[src/rtl/rheed_pkg.sv]
// rtl/rheed_pkg.sv - shared types and helpers for the RHEED crop stream front end
package rheed_pkg;

    typedef enum logic [1:0] {
        IDLE,
        RUN,
        DONE
    } state_t;

    localparam int POS_W = 16;
    typedef logic [POS_W-1:0] pos_t;

    function automatic pos_t clamp_origin(input pos_t origin, input pos_t max_origin);
        return (origin > max_origin) ? max_origin : origin;
    endfunction

    function automatic logic lane_in_window(
        input pos_t col,
        input pos_t row,
        input pos_t x0,
        input pos_t y0,
        input pos_t ncols,
        input pos_t nrows
    );
        return (col >= x0) && (col < pos_t'(x0 + ncols)) &&
               (row >= y0) && (row < pos_t'(y0 + nrows));
    endfunction

endpackage

[src/rtl/rheed_beat_unpacker.sv]
// rtl/rheed_beat_unpacker.sv - holds one wide input beat and walks its lanes; discards beats that miss the crop window
module rheed_beat_unpacker
    import rheed_pkg::*;
#(
    parameter int PIX_W           = 8,
    parameter int PIXELS_PER_BEAT = 32,
    parameter int OUT_ROWS        = 20,
    parameter int OUT_COLS        = 20,
    localparam int DATA_W         = PIXELS_PER_BEAT*PIX_W,
    localparam int LW             = (PIXELS_PER_BEAT > 1) ? $clog2(PIXELS_PER_BEAT) : 1
) (
    input  logic              clk,
    input  logic              rst_n,
    input  logic              run,
    input  logic              s_axis_tvalid,
    output logic              s_axis_tready,
    input  logic [DATA_W-1:0] s_axis_tdata,
    input  pos_t              base_col,
    input  pos_t              base_row,
    input  pos_t              x0e,
    input  pos_t              y0e,
    input  logic              lane_adv,
    output logic              lane_valid,
    output logic [PIX_W-1:0]  lane_pix,
    output logic              skip_accept
);

    localparam pos_t OC    = pos_t'(OUT_COLS);
    localparam pos_t ORW   = pos_t'(OUT_ROWS);
    localparam pos_t PPB_P = pos_t'(PIXELS_PER_BEAT);

    logic [DATA_W-1:0] beat;
    logic [LW-1:0]     lane;
    logic              full;
    logic              last_lane;
    logic              accept;
    logic              beat_hits;

    assign last_lane     = (lane == LW'(PIXELS_PER_BEAT-1));
    assign s_axis_tready = run && (!full || (lane_adv && last_lane));
    assign accept        = s_axis_tvalid && s_axis_tready;

    // base_col/base_row is the position of lane 0 of the beat being offered
    assign beat_hits = (base_row >= y0e) && (base_row < pos_t'(y0e + ORW)) &&
                       (base_col < pos_t'(x0e + OC)) && (pos_t'(base_col + PPB_P) > x0e);
    assign skip_accept = accept && !beat_hits;

    assign lane_valid = full;
    assign lane_pix   = beat[int'(lane)*PIX_W +: PIX_W];

    always_ff @(posedge clk or negedge rst_n) begin
        if (!rst_n) begin
            beat <= '0;
            lane <= '0;
            full <= 1'b0;
        end else if (accept) begin
            beat <= s_axis_tdata;
            lane <= '0;
            full <= beat_hits;
        end else if (lane_adv) begin
            lane <= lane + LW'(1);
            if (last_lane) begin
                full <= 1'b0;
            end
        end
    end

endmodule

[src/rtl/rheed_crop_stream.sv]
// rtl/rheed_crop_stream.sv - unpack wide beats, crop a window, emit one pixel per transfer with SOF/EOF
// Optional normaliser enabled by defining RHEED_CROP_NORM_EN.
module rheed_crop_stream
    import rheed_pkg::*;
#(
    parameter int IN_ROWS         = 20,
    parameter int IN_COLS         = 20,
    parameter int OUT_ROWS        = 20,
    parameter int OUT_COLS        = 20,
    parameter int PIX_W           = 8,
    parameter int PIXELS_PER_BEAT = 32,
    localparam int DATA_W         = PIXELS_PER_BEAT*PIX_W
) (
    input  logic                       clk,
    input  logic                       ap_rst_n,
    input  logic                       ap_start,
    output logic                       ap_ready,
    output logic                       ap_done,
    input  logic [$clog2(IN_COLS)-1:0] crop_x0,
    input  logic [$clog2(IN_ROWS)-1:0] crop_y0,
    input  logic [PIX_W-1:0]           norm_offset,
    input  logic [2:0]                 norm_shift,
    input  logic                       s_axis_tvalid,
    output logic                       s_axis_tready,
    input  logic [DATA_W-1:0]          s_axis_tdata,
    output logic                       m_axis_tvalid,
    input  logic                       m_axis_tready,
    output logic [PIX_W-1:0]           m_axis_tdata,
    output logic                       m_axis_tuser,
    output logic                       m_axis_tlast
);

    localparam pos_t COL_MAX   = pos_t'(IN_COLS-1);
    localparam pos_t ROW_MAX   = pos_t'(IN_ROWS-1);
    localparam pos_t X0_MAX    = pos_t'(IN_COLS-OUT_COLS);
    localparam pos_t Y0_MAX    = pos_t'(IN_ROWS-OUT_ROWS);
    localparam pos_t OC        = pos_t'(OUT_COLS);
    localparam pos_t ORW       = pos_t'(OUT_ROWS);
    localparam pos_t PPB_P     = pos_t'(PIXELS_PER_BEAT);
    localparam pos_t LAST_BASE = pos_t'(IN_COLS-PIXELS_PER_BEAT);

    state_t           state;
    pos_t             col_cnt, row_cnt;
    pos_t             x0e, y0e;
    pos_t             nxt_col, nxt_row;
    pos_t             base_col, base_row;
    pos_t             skip_col, skip_row;
    pos_t             x_last, y_last;
    logic             lane_valid;
    logic [PIX_W-1:0] lane_pix;
    logic [PIX_W-1:0] pix_out;
    logic             skip_accept;
    logic             in_win;
    logic             stall;
    logic             lane_adv;
    logic             load;
    logic             at_last;
    logic             last_pix;

    always_comb begin
        nxt_col = (col_cnt == COL_MAX) ? '0 : pos_t'(col_cnt + pos_t'(1));
        nxt_row = (col_cnt == COL_MAX) ? pos_t'(row_cnt + pos_t'(1)) : row_cnt;
        // A beat accepted while the last lane drains starts at the position after that lane
        base_col = lane_valid ? nxt_col : col_cnt;
        base_row = lane_valid ? nxt_row : row_cnt;
        skip_col = (base_col == LAST_BASE) ? '0 : pos_t'(base_col + PPB_P);
        skip_row = (base_col == LAST_BASE) ? pos_t'(base_row + pos_t'(1)) : base_row;
        x_last   = pos_t'(x0e + OC - pos_t'(1));
        y_last   = pos_t'(y0e + ORW - pos_t'(1));
    end

    assign in_win   = lane_in_window(col_cnt, row_cnt, x0e, y0e, OC, ORW);
    assign stall    = in_win && m_axis_tvalid && !m_axis_tready;
    assign lane_adv = (state == RUN) && lane_valid && !stall;
    assign load     = lane_adv && in_win;
    assign at_last  = (col_cnt == COL_MAX) && (row_cnt == ROW_MAX);
    assign last_pix = (lane_adv && at_last) ||
                      (skip_accept && (base_col == LAST_BASE) && (base_row == ROW_MAX));

    rheed_beat_unpacker #(
        .PIX_W          (PIX_W),
        .PIXELS_PER_BEAT(PIXELS_PER_BEAT),
        .OUT_ROWS       (OUT_ROWS),
        .OUT_COLS       (OUT_COLS)
    ) u_unpacker (
        .clk          (clk),
        .rst_n        (ap_rst_n),
        .run          ((state == RUN) && !at_last),
        .s_axis_tvalid(s_axis_tvalid),
        .s_axis_tready(s_axis_tready),
        .s_axis_tdata (s_axis_tdata),
        .base_col     (base_col),
        .base_row     (base_row),
        .x0e          (x0e),
        .y0e          (y0e),
        .lane_adv     (lane_adv),
        .lane_valid   (lane_valid),
        .lane_pix     (lane_pix),
        .skip_accept  (skip_accept)
    );

`ifdef RHEED_CROP_NORM_EN
    localparam int NW = PIX_W + 8;
    logic [PIX_W-1:0] off_q;
    logic [2:0]       shift_q;
    logic [NW-1:0]    norm_diff;
    logic [NW-1:0]    norm_shl;

    always_comb begin
        norm_diff = (lane_pix > off_q) ? {8'b0, lane_pix - off_q} : '0;
        norm_shl  = norm_diff << shift_q;
        pix_out   = (|norm_shl[NW-1:PIX_W]) ? '1 : norm_shl[PIX_W-1:0];
    end

    always_ff @(posedge clk or negedge ap_rst_n) begin
        if (!ap_rst_n) begin
            off_q   <= '0;
            shift_q <= '0;
        end else if (state == IDLE && ap_start) begin
            off_q   <= norm_offset;
            shift_q <= norm_shift;
        end
    end
`else
    logic unused_norm;
    assign unused_norm = ^{norm_offset, norm_shift};
    assign pix_out     = lane_pix;
`endif

    always_ff @(posedge clk or negedge ap_rst_n) begin
        if (!ap_rst_n) begin
            state         <= IDLE;
            col_cnt       <= '0;
            row_cnt       <= '0;
            x0e           <= '0;
            y0e           <= '0;
            ap_ready      <= 1'b1;
            ap_done       <= 1'b0;
            m_axis_tvalid <= 1'b0;
            m_axis_tdata  <= '0;
            m_axis_tuser  <= 1'b0;
            m_axis_tlast  <= 1'b0;
        end else begin
            ap_done <= 1'b0;

            if (load) begin
                m_axis_tvalid <= 1'b1;
                m_axis_tdata  <= pix_out;
                m_axis_tuser  <= (col_cnt == x0e) && (row_cnt == y0e);
                m_axis_tlast  <= (col_cnt == x_last) && (row_cnt == y_last);
            end else if (m_axis_tready) begin
                m_axis_tvalid <= 1'b0;
            end

            case (state)
                IDLE: begin
                    if (ap_start) begin
                        x0e      <= clamp_origin(pos_t'(crop_x0), X0_MAX);
                        y0e      <= clamp_origin(pos_t'(crop_y0), Y0_MAX);
                        col_cnt  <= '0;
                        row_cnt  <= '0;
                        ap_ready <= 1'b0;
                        state    <= RUN;
                    end
                end
                RUN: begin
                    if (skip_accept) begin
                        col_cnt <= skip_col;
                        row_cnt <= skip_row;
                    end else if (lane_adv) begin
                        col_cnt <= nxt_col;
                        row_cnt <= nxt_row;
                    end
                    if (last_pix) begin
                        state <= DONE;
                    end
                end
                DONE: begin
                    if (!m_axis_tvalid) begin
                        ap_done  <= 1'b1;
                        ap_ready <= 1'b1;
                        state    <= IDLE;
                    end
                end
                default: state <= IDLE;
            endcase
        end
    end

endmodule

[config.mk]
export PLATFORM = sky130hd
export DESIGN_NAME = rheed_crop_stream
export DESIGN_NICKNAME = d
export VERILOG_FILES = /design/src/rtl/rheed_pkg.sv /design/src/rtl/rheed_beat_unpacker.sv /design/src/rtl/rheed_crop_stream.sv
export SDC_FILE = /design/constraint.sdc
export NUM_CORES = 1
export LEC_CHECK = 0
export BUFFER_PORTS_ARGS = -buffer_cell sky130_fd_sc_hd__buf_2
export CAP_MARGIN = 10
export CORE_UTILIZATION = 51
export DETAILED_ROUTE_END_ITERATION = 8
export PLACE_DENSITY = 0.84
export SYNTH_ARGS = -nofsm -noshare
export SYNTH_HDL_FRONTEND = slang
export SYNTH_HIERARCHICAL = 1
export SYNTH_SLANG_ARGS = --single-unit
export TNS_END_PERCENT = 10
[constraint.sdc]
create_clock -name clk -period 5.1 [get_ports clk]
set_input_delay 0.51 -clock clk [delete_from_list [all_inputs] [get_ports clk]]
set_output_delay 0.51 -clock clk [all_outputs]
set_load 0.1 [all_outputs]
# --- Word level (Yosys, flattened, before mapping) ---
# Cells that the tools add are included.
classes:
  add_sub_neg: 9
  multipliers: 0
  div: 0
  magnitude_cmp: 10
  n_eq_ne: 15
  n_shift: 1
  muxes: 31
  bitwise_logic: 0
  reduce_logical: 40
ops:
  columns: ["cell", "count"]
  rows:
  - ["$shiftx A256 B9 Y8", 1]
  - ["$mux W16", 11]
  - ["$eq A16 B16 Y1", 4]
  - ["$lt A16 B16 Y1", 4]
  - ["$pmux W16 S2", 2]
  - ["$add A16 B1 Y16 const B", 3]
  - ["$eq A16 B5 Y1 const B", 3]
  - ["$ge A16 B16 Y1", 3]
  - ["$add A16 B5 Y16 const B", 2]
  - ["$sub A16 B1 Y16 const B", 2]
  - ["$logic_and A1 B1 Y1", 22]
  - ["$mux W5", 4]
  - ["$add A16 B6 Y16 const B", 1]
  - ["$eq A16 B16 Y1 const B", 1]
  - ["$gt A16 B16 Y1", 1]
  - ["$gt A5 B1 Y1 const B", 2]
  - ["$reduce_bool A2 Y1", 5]
  - ["$mux W1", 9]
  - ["$reduce_and A3 Y1", 3]
  - ["$mux W2", 3]
  - ["$ne A2 B2 Y1 const B", 3]
  - ["$pmux W2 S3", 1]
  - ["$add A5 B1 Y5 const B", 1]
  - ["$eq A5 B5 Y1 const B", 1]
  - ["other kinds (8)", 14]
word_totals:
  ff_bits: 341
  latchBits: 0
  ram_bits: 0
  rom_bits: 0
  mem_count: 0

# --- Longest topological paths before layout ---
# Gate-level depths: netlist of the first run.
logic_depth:
  depth_word: 19
  mapped_depth: 25
  depth_no_buf: 22

# --- Hierarchy ---
# Netlist of the first run, hierarchy kept.
modules_own_cells:
  columns: ["mod", "n_inst", "cells_each", "area_each_um2", "seq_area_each_um2"]
  rows:
  - ["rheed_beat_unpacker", 1, 942, 13664.4, 6556.3]
  - ["rheed_crop_stream", 1, 733, 5661.7, 1427.6]

# --- Least setup slack after synthesis of the first run ---
# OpenSTA, ideal clock, no wires.
synth_path:
  kind: "reg-to-reg"
  start: "register x0e[2]"
  end: "register row_cnt[7]"
  arrival_ns: 6.441
  slack_ns: -1.470
  path_stages_with_launch: 25
  period_less_slack_ns: 6.570
  cell_sequence: "dfrtp_1 > ha_1 > xnor2_1 > inv_1 > ha_1 > nand3_1 > a31oi_1 > a211oi_1 > a21oi_1 > clkbuf_1 > buf_2 > a21boi_1 > nor2b_1 > and2_1 > clkbuf_1 > buf_2 > buf_2 > a21boi_0 > clkbuf_1 > a211o_1 > clkbuf_1 > clkbuf_1 > nor2_1 > o21ai_0 > nand3_1"
synth_between:
  elab_chain_len: 16
synth_rtl:
  columns: ["item", "line", "rtl"]
  rows:
  - ["start: declaration", "rheed_crop_stream.sv:44", "pos_t x0e, y0e;"]
  - ["start signal: assignment", "rheed_crop_stream.sv:158", "x0e <= clamp_origin(pos_t'(crop_x0), X0_MAX);"]
  - ["$add A16 B5 Y16", "rheed_pkg.sv:25", "return (col >= x0) && (col < pos_t'(x0 + ncols)) &&"]
  - ["$lt A16 B16 Y1", "rheed_pkg.sv:25", null]
  - ["$logic_and A1 B1 Y1 * (2 in a row)", "rheed_pkg.sv:25", null]
  - ["$logic_and A1 B1 Y1 *", "rheed_pkg.sv:26", "(row >= y0) && (row < pos_t'(y0 + nrows));"]
  - ["$logic_and A1 B1 Y1 * (2 in a row)", "rheed_crop_stream.sv:73", "assign stall = in_win && m_axis_tvalid && !m_axis_tready;"]
  - ["$logic_not A1 Y1 *", "rheed_crop_stream.sv:74", "assign lane_adv = (state == RUN) && lane_valid && !stall;"]
  - ["$logic_and A1 B1 Y1 *", "rheed_crop_stream.sv:74", null]
  - ["named net lane_adv", "rheed_crop_stream.sv:55", "logic lane_adv;"]
  - ["$logic_and A1 B1 Y1 *", "rheed_beat_unpacker.sv:40", "assign s_axis_tready = run && (!full || (lane_adv && last_lane));"]
  - ["$logic_or A1 B1 Y1 *", "rheed_beat_unpacker.sv:40", null]
  - ["$logic_and A1 B1 Y1 *", "rheed_beat_unpacker.sv:40", null]
  - ["named net s_axis_tready", "rheed_crop_stream.sv:24", "output logic s_axis_tready,"]
  - ["$logic_and A1 B1 Y1 *", "rheed_beat_unpacker.sv:41", "assign accept = s_axis_tvalid && s_axis_tready;"]
  - ["$logic_and A1 B1 Y1 *", "rheed_beat_unpacker.sv:46", "assign skip_accept = accept && !beat_hits;"]
  - ["named net skip_accept", "rheed_crop_stream.sv:52", "logic skip_accept;"]
  - ["$ne A3 B3 Y1 (no line) / $mux W16 (equally long branches)", null, null]
  - ["$reduce_and A3 Y1 (no line) / $pmux W16 S2 (equally long branches)", null, null]
  - ["end signal: assignment", "rheed_crop_stream.sv:169", "row_cnt <= skip_row;"]
  - ["end signal: assignment", "rheed_crop_stream.sv:172", "row_cnt <= nxt_row;"]
  - ["end: declaration", "rheed_crop_stream.sv:43", "pos_t col_cnt, row_cnt;"]
# The timed path passes the listed nets; every way through them passes the cells marked *.
# A chain may end at the register's enable or synchronous reset.

# --- Worst setup path in the final report of the first run ---
layout_path:
  start: "register col_cnt[7]"
  end: "register row_cnt[3]"
layout_rtl:
  columns: ["item", "line", "rtl"]
  rows:
  - ["start: declaration", "rheed_crop_stream.sv:43", null]
  - ["start signal: assignment", "rheed_crop_stream.sv:168", "col_cnt <= skip_col;"]
  - ["start signal: assignment", "rheed_crop_stream.sv:171", "col_cnt <= nxt_col;"]
  - ["$add A16 B1 Y16 / $eq A16 B5 Y1 (equally long branches)", "rheed_crop_stream.sv:61", "nxt_col = (col_cnt == COL_MAX) ? '0 : pos_t'(col_cnt + pos_t'(1));"]
  - ["$mux W16 *", "rheed_crop_stream.sv:61", null]
  - ["$mux W16 *", "rheed_crop_stream.sv:64", "base_col = lane_valid ? nxt_col : col_cnt;"]
  - ["named net base_col[9]", "rheed_crop_stream.sv:46", "pos_t base_col, base_row;"]
  - ["$add A16 B6 Y16 / $lt A16 B16 Y1 (equally long branches)", "rheed_beat_unpacker.sv:45", "(base_col < pos_t'(x0e + OC)) && (pos_t'(base_col + PPB_P) > x0e);"]
  - ["$gt A16 B16 Y1 / $logic_and A1 B1 Y1 (equally long branches)", "rheed_beat_unpacker.sv:45, rheed_beat_unpacker.sv:44", null]
  - ["$logic_and A1 B1 Y1 *", "rheed_beat_unpacker.sv:45", null]
  - ["$logic_not A1 Y1 *", "rheed_beat_unpacker.sv:46", null]
  - ["$logic_and A1 B1 Y1 *", "rheed_beat_unpacker.sv:46", null]
  - ["named net skip_accept", "rheed_crop_stream.sv:52", null]
  - ["$ne A3 B3 Y1 (no line) / $mux W16 (equally long branches)", null, null]
  - ["$reduce_and A3 Y1 (no line) / $pmux W16 S2 (equally long branches)", null, null]
# The timed path passes the listed nets; every way through them passes the cells marked *. The select of a mux whose other input is x is not followed.

==> reports/qor.csv, run 1 <==
stage,metric,value,unit
placement,hpwl,42.6,mm
power,p_clk_frac,0.226,
worst_setup_path,cp_cell_sequence,nor4_1 > and4_1 > o21ai_0 > a22oi_2 > inv_1 > and3_1 > and3_1 > xor2_1 > ha_1 > nand4_1 > nor4_2 > a21bo_2 > o211ai_1 > and4_1 > a21boi_2 > buf_12 > a211o_1 > buf_12 > nor2_1 > nand2_1 > o221ai_1,
die,die_w,197,microns
cells_and_area,nFillCells,2828,
worst_setup_path,criticalPathCategory,reg -> reg,
cells_and_area,finalNetCount,2404,
worst_setup_path,cp_max_fo,21,
detailed_routing,met1_length,22.8,mm
outcome,status,completed,
die,core,0.0370,sq mm
synth,yosys_warnings,6,
power,switching_share,0.381,
detailed_routing,highest_layer,met5,
worst_setup_path,cp_slowest_stage_delay,0.45,ns
cells_and_area,area_growth,19.8,%
clock_tree,clock_latency,0.57,ns
timing,hold_violations,0,
clock_tree,clock_path_buffers,3,
grt,grt_overflow_total,0,
worst_hold_path,hold_class,in -> async,
placement,gp_congestion,0.967,
detailed_routing,routed_wl,59.1,mm
detailed_routing,vias,15479,
timing,layout_setup_ws,0.188,ns
cells_and_area,drive_gt1_frac,0.388,
worst_setup_path,reg2reg_to,row_cnt[3],
power,combPwrFrac,0.439,
timing,finalMaxSlewViolations,0,
clock_tree,cts_tree,done,
run,max-cap-violations,0,
detailed_routing,first_pass_iters,5,
synth,syn_area,0.0193,sq mm
clock_tree,clkTransAtPathRegs,0.06,ns
power,intPower,0.00733,W
synth,syn_inst,1675,
power,p_seq_frac,0.336,
synth,async_flop_share,1.00,
die,rows,70,
timing,worst_slew_pin_slew,1.19,ns
clock_tree,hold_buffers,0,
cells_and_area,final_common_cell,dfrtp_1,
detailed_routing,drc,0,
cells_and_area,finalCoreUtilization,0.626,
clock_tree,h-tree-depth,2,
clock_tree,cts_sinks,319,
timing,relSlewSlack,0.206,
detailed_routing,drt_iter0_markers,1420,
grt,grt_pass1_wl,90.8,mm
synth,synth_top_area_share,0.412,
placement,pre_cts_slack,0.0462,ns
worst_setup_path,crit_path_end_kind,flop,
synth,ys_seq_area_frac,0.413,
synth,synth_top_area_cell,dfrtp_1,
timing,setup_viol,0,
clock_tree,cts-root-buf,clkbuf_16,
grt,antenna_found_initial,11,
synth,synthDistinctLibCells,73,
detailed_routing,ant_nets,0,
timing,clock.fmax,204,MHz
synth,syn_avg_cell_area,11.5,sq um
timing,finalCriticalPeriod,4.91,ns
worst_setup_path,arrival,5.36,ns
power,p_leak,10.1,nW
clock_tree,cts_buffers,36,
die,start_util,0.523,
detailed_routing,wl_met3,4.92,mm
worst_setup_path,reg2reg_depth,21,
timing,fin_skew,0.0279,ns
detailed_routing,dr_wl_met2,28.7,mm
detailed_routing,wl_per_cell,23.0,microns
timing,tns,0,ns
power,p_sw,0.00451,W
synth,synth_edf_count,0,
grt,grt_pass1_vias,16075,
power,vdd_drop_max,0.436,mV
timing,period_share,0.963,
worst_setup_path,worst_path_max_delay_cell,dfrtp_1,
worst_setup_path,r2r-start,col_cnt[7],
die,io_pins,296,
die,dieHeight,197,microns
placement,io_buffers,274,
die,die_area,0.0387,sq mm
worst_setup_path,r2r_slack,0.19,ns
synth,synthFlopType,dfrtp_1,
worst_setup_path,setup.worst_path.start_class,flop,
grt,gr-usage-all-layers,0.307,
synth,synth_area_leaders,"dfrtp_1, mux2_2, mux4_2",
worst_setup_path,crit_required,5.55,ns
synth,ys_ff_latch,319,
cells_and_area,layout_common_cells,"dfrtp_1, buf_2, mux2_2",
power,finalPower,0.0118,W
detailed_routing,via_per_inst,6.02,
power,power_density,512,mW/mm^2
grt,grt_max_degree,196,
critical path: cells and delay by family, from the launching register on:
| family | cells | cell delay (ns) |
|---|---|---|
| simple gates | 9 | 2.20 |
| compound gates | 7 | 1.26 |
| flops | 1 | 0.45 |
| buf+inv | 3 | 0.41 |
| fa+ha+maj | 1 | 0.32 |
| xor+xnor | 1 | 0.16 |
Yosys cell counts, drive strengths merged, types with 4 or more instances:
library cell    n
o21a            4
o31ai           8
a21oi          65
a31oi          14
a211oi          5
or4             6
nor2b          12
mux4           80
o21ai          44
clkbuf         48
buf            51
nand2b         10
dfrtp         318
mux2i           7
or3             8
nor3           34
nand2          81
mux2          276
inv            77
nor2           74
o211ai          7
ha             93
and2            9
a22o            4
nand4b          5
and3           25
nand3          55
nand4          43
and4           14
o22ai          15
xor2           30
xnor2          66
a32oi           5
nor4           23
a21o            4
o311ai          5
final cells by class:
cell class	count	area, sq um	share of cell area
well taps	504	631	0.0272
multi-input cells	1228	10800	0.468
repair buffers	366	2140	0.0924
clock inverters	13	208	0.00897
clock buffers	51	1020	0.0439
flip-flops and latches	319	7990	0.345
diodes	12	30.0	0.00130
inverters	78	293	0.0126
per-layer routing:
| layer | up-vias | GRT usage |
|---|---|---|
| met5 | - | 0 |
| met4 | 4 | 0.127 |
| met3 | 163 | 0.0720 |
| met2 | 735 | 0.513 |
| met1 | 7691 | 0.383 |
| li1 | 6886 | - |
power by group through the flow:
stage / logic, W / registers (W) / clock network (W)
after detailed placement: 0.00504 / 0.00395 / 0
after floorplan: 0.00346 / 0.00387 / 0
after global placement: 0.00489 / 0.00387 / 0
after CTS: 0.00509 / 0.00395 / 0.00271
final: 0.00520 / 0.00398 / 0.00267
after global routing: 0.00552 / 0.00405 / 0.00280
timing repair:
item                       CTS  global route
setup buffers                0             4
resized for setup            0            16
setup endpoints to repair    0            34
metrics by stage:
stage / instance area [sq um] / instances / hold slack [ns]
final: 23200 / 2571 / 0.0167
after floorplan: 19500 / 1724 / 0.214
after detailed placement: 21800 / 2491 / 0.475
after global placement: 21800 / 2491 / 0.463
after global routing: 23100 / 2568 / 0.0972
after CTS: 23000 / 2555 / 0.0481
how the worst max path moves through the flow:
stage / cells past startpoint / start / endpoint
after floorplan: 24 / x0e[2] / row_cnt[7]
after global placement: 21 / col_cnt[1] / row_cnt[4]
after detailed placement: 21 / col_cnt[1] / row_cnt[7]
after CTS: 21 / col_cnt[1] / row_cnt[4]
after global routing: 25 / col_cnt[1] / row_cnt[11]
final: 21 / col_cnt[7] / row_cnt[3]
flip-flops by register name, summed over array words and instances, names as in the netlist:
signal	count
ap_done	1
ap_ready	1
col_cnt	16
m_axis_tdata	8
m_axis_tlast	1
m_axis_tuser	1
m_axis_tvalid	1
row_cnt	16
state	2
u_unpacker/beat	256
u_unpacker/lane	5
u_unpacker/lane_valid	1
x0e	5
y0e	5
logic make-up (layout without fill, tap and decap cells):
logic type,count (synthesis),in the layout,synth area share
flip-flops,319,319,0.413
AO/OA/AOI/OAI,215,215,0.0711
multiplexers,363,363,0.258
adder cells (fa/ha/maj),93,93,0.0602
XOR/XNOR,96,96,0.0435
AND/OR/NAND/NOR,411,411,0.115
other,1,62,0.000194
buffers and inverters,177,508,0.0396
No activity file was read; power rests on OpenSTA's default activity.
==> run 2: changes to the inputs <==
--- a/config.mk
+++ b/config.mk
@@ -7,9 +7,11 @@
 export LEC_CHECK = 0
 export BUFFER_PORTS_ARGS = -buffer_cell sky130_fd_sc_hd__buf_2
 export CAP_MARGIN = 10
-export CORE_UTILIZATION = 51
+export CELL_PAD_IN_SITES_DETAIL_PLACEMENT = 0
+export CELL_PAD_IN_SITES_GLOBAL_PLACEMENT = 1
+export CORE_UTILIZATION = 42
 export DETAILED_ROUTE_END_ITERATION = 8
-export PLACE_DENSITY = 0.84
+export PLACE_DENSITY = 0.86
 export SYNTH_ARGS = -nofsm -noshare
 export SYNTH_HDL_FRONTEND = slang
 export SYNTH_HIERARCHICAL = 1
==> reports/qor.csv, run 2 (synthesis gave the netlist of run 1 again) <==
stage,metric,value,unit
die,die_w,217,microns
cells_and_area,largest_register_ffs,256,
run,max-cap-violations,0,
timing,rsz0062_at_grt,true,
timing,worst_slew_pin_slew,0.991,ns
clock_tree,h-tree-depth,2,
timing,relSlewSlack,0.339,
detailed_routing,vias,15092,
worst_setup_path,crit_path_end_kind,flop,
cells_and_area,nFillCells,3994,
worst_setup_path,critical_path_buf_inv_count,5,
cells_and_area,finalNetCount,2420,
timing,period_share,0.973,
worst_setup_path,cp_cell_sequence,nor4_4 > buf_6 > and4_4 > o21ai_0 > a22oi_1 > inv_1 > and3_1 > and3_2 > xor2_1 > ha_1 > nand4_1 > nor4_2 > a21bo_2 > o211ai_1 > and4_1 > a21boi_1 > buf_4 > buf_4 > a211o_1 > buf_12 > or4_1 > o211ai_1,
timing,fin_skew,0.0378,ns
detailed_routing,first_pass_iters,5,
die,io_pins,296,
cells_and_area,finalCoreUtilization,0.516,
clock_tree,cts-root-buf,clkbuf_16,
clock_tree,cts_sinks,319,
cells_and_area,layout_common_cells,"dfrtp_1, buf_2, mux2_2",
timing,finalMaxSlewViolations,0,
detailed_routing,wl_per_cell,21.3,microns
worst_setup_path,cp_slowest_stage_delay,0.42,ns
worst_setup_path,arrival,5.43,ns
cells_and_area,drive_gt1_frac,0.393,
power,finalPower,0.0118,W
cells_and_area,area_growth,21.2,%
cells_and_area,reg_top3,"u_unpacker/beat: 256 flops, col_cnt: 16 flops, row_cnt: 16 flops",
worst_setup_path,cp_max_fo,25,
worst_setup_path,reg2reg_depth,22,
worst_setup_path,r2r_slack,0.14,ns
worst_setup_path,r2r-start,col_cnt[11],
timing,finalCriticalPeriod,4.96,ns
grt,grt_pass1_wl,89.8,mm
cells_and_area,final_common_cell,dfrtp_1,
worst_setup_path,criticalPathCategory,reg -> reg,
timing,hold_violations,0,
clock_tree,clock_path_buffers,3,
placement,gp_congestion,0.953,
power,p_leak,10.2,nW
grt,antenna_found_initial,25,
placement,io_buffers,274,
worst_hold_path,hold_start,s_axis_tdata[109],
grt,grt_max_degree,168,
die,rows,78,
timing,tns,0,ns
die,dieHeight,217,microns
clock_tree,cts_tree,done,
worst_setup_path,setup.worst_path.start_class,flop,
placement,place_area,0.0221,sq mm
power,power_density,503,mW/mm^2
detailed_routing,via_per_inst,5.62,
worst_setup_path,reg2reg_to,row_cnt[4],
cells_and_area,top_register,u_unpacker/beat,
die,start_util,0.426,
worst_setup_path,crit_required,5.57,ns
worst_setup_path,worst_path_max_delay_cell,dfrtp_1,
grt,grt_overflow_total,0,
timing,layout_setup_ws,0.139,ns
outcome,status,completed,
detailed_routing,ant_nets,0,
timing,clock.fmax,202,MHz
grt,gr-usage-all-layers,0.247,
placement,hpwl,43.6,mm
die,die_area,0.0469,sq mm
worst_hold_path,whs_path_depth,2,
clock_tree,clkTransAtPathRegs,0.06,ns
cells_and_area,final_area,0.0234,sq mm
detailed_routing,routed_wl,57.1,mm
worst_setup_path,critical_path.top_delay_family,simple AND/OR/NAND/NOR gates,
detailed_routing,drt_iter0_markers,898,
timing,setup_viol,0,
grt,grt_pass1_vias,15880,
worst_hold_path,hold_class,in -> reg,
worst_hold_path,min_to,u_unpacker/beat[109],
clock_tree,clock_latency,0.56,ns
die,core,0.0454,sq mm
detailed_routing,drc,0,
placement,pre_cts_slack,0.0622,ns
clock_tree,cts_buffers,37,
power,vdd_drop_max,0.377,mV
==> run 2: cell count changes in the layout (fill, tap and decap cells not counted), moves of 2 or more <==
| cell | previous run | this run |
|---|---|---|
| and4_2 | 2 | 0 |
| nor4_1 | 20 | 18 |
| and4_4 | 0 | 2 |
| nor2_2 | 1 | 5 |
| buf_4 | 86 | 97 |
| clkinv_4 | 0 | 2 |
| clkbuf_1 | 9 | 5 |
| nor2_1 | 73 | 69 |
| clkinvlp_4 | 1 | 3 |
| nor4_2 | 1 | 3 |
| diode_2 | 12 | 16 |
| clkbuf_16 | 36 | 38 |
| buf_12 | 5 | 8 |
==> run 2: how the worst max path moves through the flow <==
stage / cells after the start / slack (ns) / endpoint / startpoint
2_1_floorplan: 24 / 0.07 / row_cnt[7] / x0e[2]
3_3_place_gp: 23 / 0.15 / row_cnt[4] / col_cnt[11]
3_5_place_dp: 24 / 0.06 / row_cnt[5] / col_cnt[1]
4_1_cts: 24 / 0.05 / row_cnt[5] / col_cnt[11]
5_1_grt: 24 / -0.06 / row_cnt[6] / col_cnt[11]
6_report: 22 / 0.14 / row_cnt[4] / col_cnt[11]
==> run 2: through the flow <==
stage               hold slack [ns]  instances
floorplan                     0.214       1724
global placement              0.369       2602
detailed placement            0.371       2602
CTS                           0.144       2667
global route                  0.152       2683
finish                        0.162       2686
==> run 2: timing repair <==
item | 4_1_cts | 5_1_grt
hold buffers | 1 | 0
setup buffers | 0 | 3
endpoints found under the hold margin | 22 | 0
setup endpoints to repair | 0 | 34
gates resized for setup | 0 | 15
==> run 2: layout make-up <==
type	count	area [sq um]	area share
multi-input cells	1228	10800	0.462
flip-flops and latches	319	7990	0.341
repair buffers	381	2290	0.0978
clock buffers	48	1040	0.0443
well taps	600	751	0.0320
inverters	78	293	0.0125
clock inverters	16	199	0.00849
diodes	16	40.0	0.00171
==> run 2: report_power, final <==
group / total [W] / switching, W / internal [W]
Combinational: 0.00526 / 0.00278 / 0.00248
Sequential: 0.00388 / 0.000546 / 0.00333
Clock: 0.00266 / 0.00110 / 0.00156
Total: 0.0118 / 0.00442 / 0.00737
==> run 2: per-layer routing <==
| layer | global-route usage | routed length, microns | up-vias |
|---|---|---|---|
| li1 | - | - | 6937 |
| met1 | 0.313 | 23600 | 7523 |
| met2 | 0.406 | 27400 | 486 |
| met3 | 0.0601 | 3920 | 130 |
| met4 | 0.0939 | 2130 | 16 |
| met5 | 0 | 96 | - |
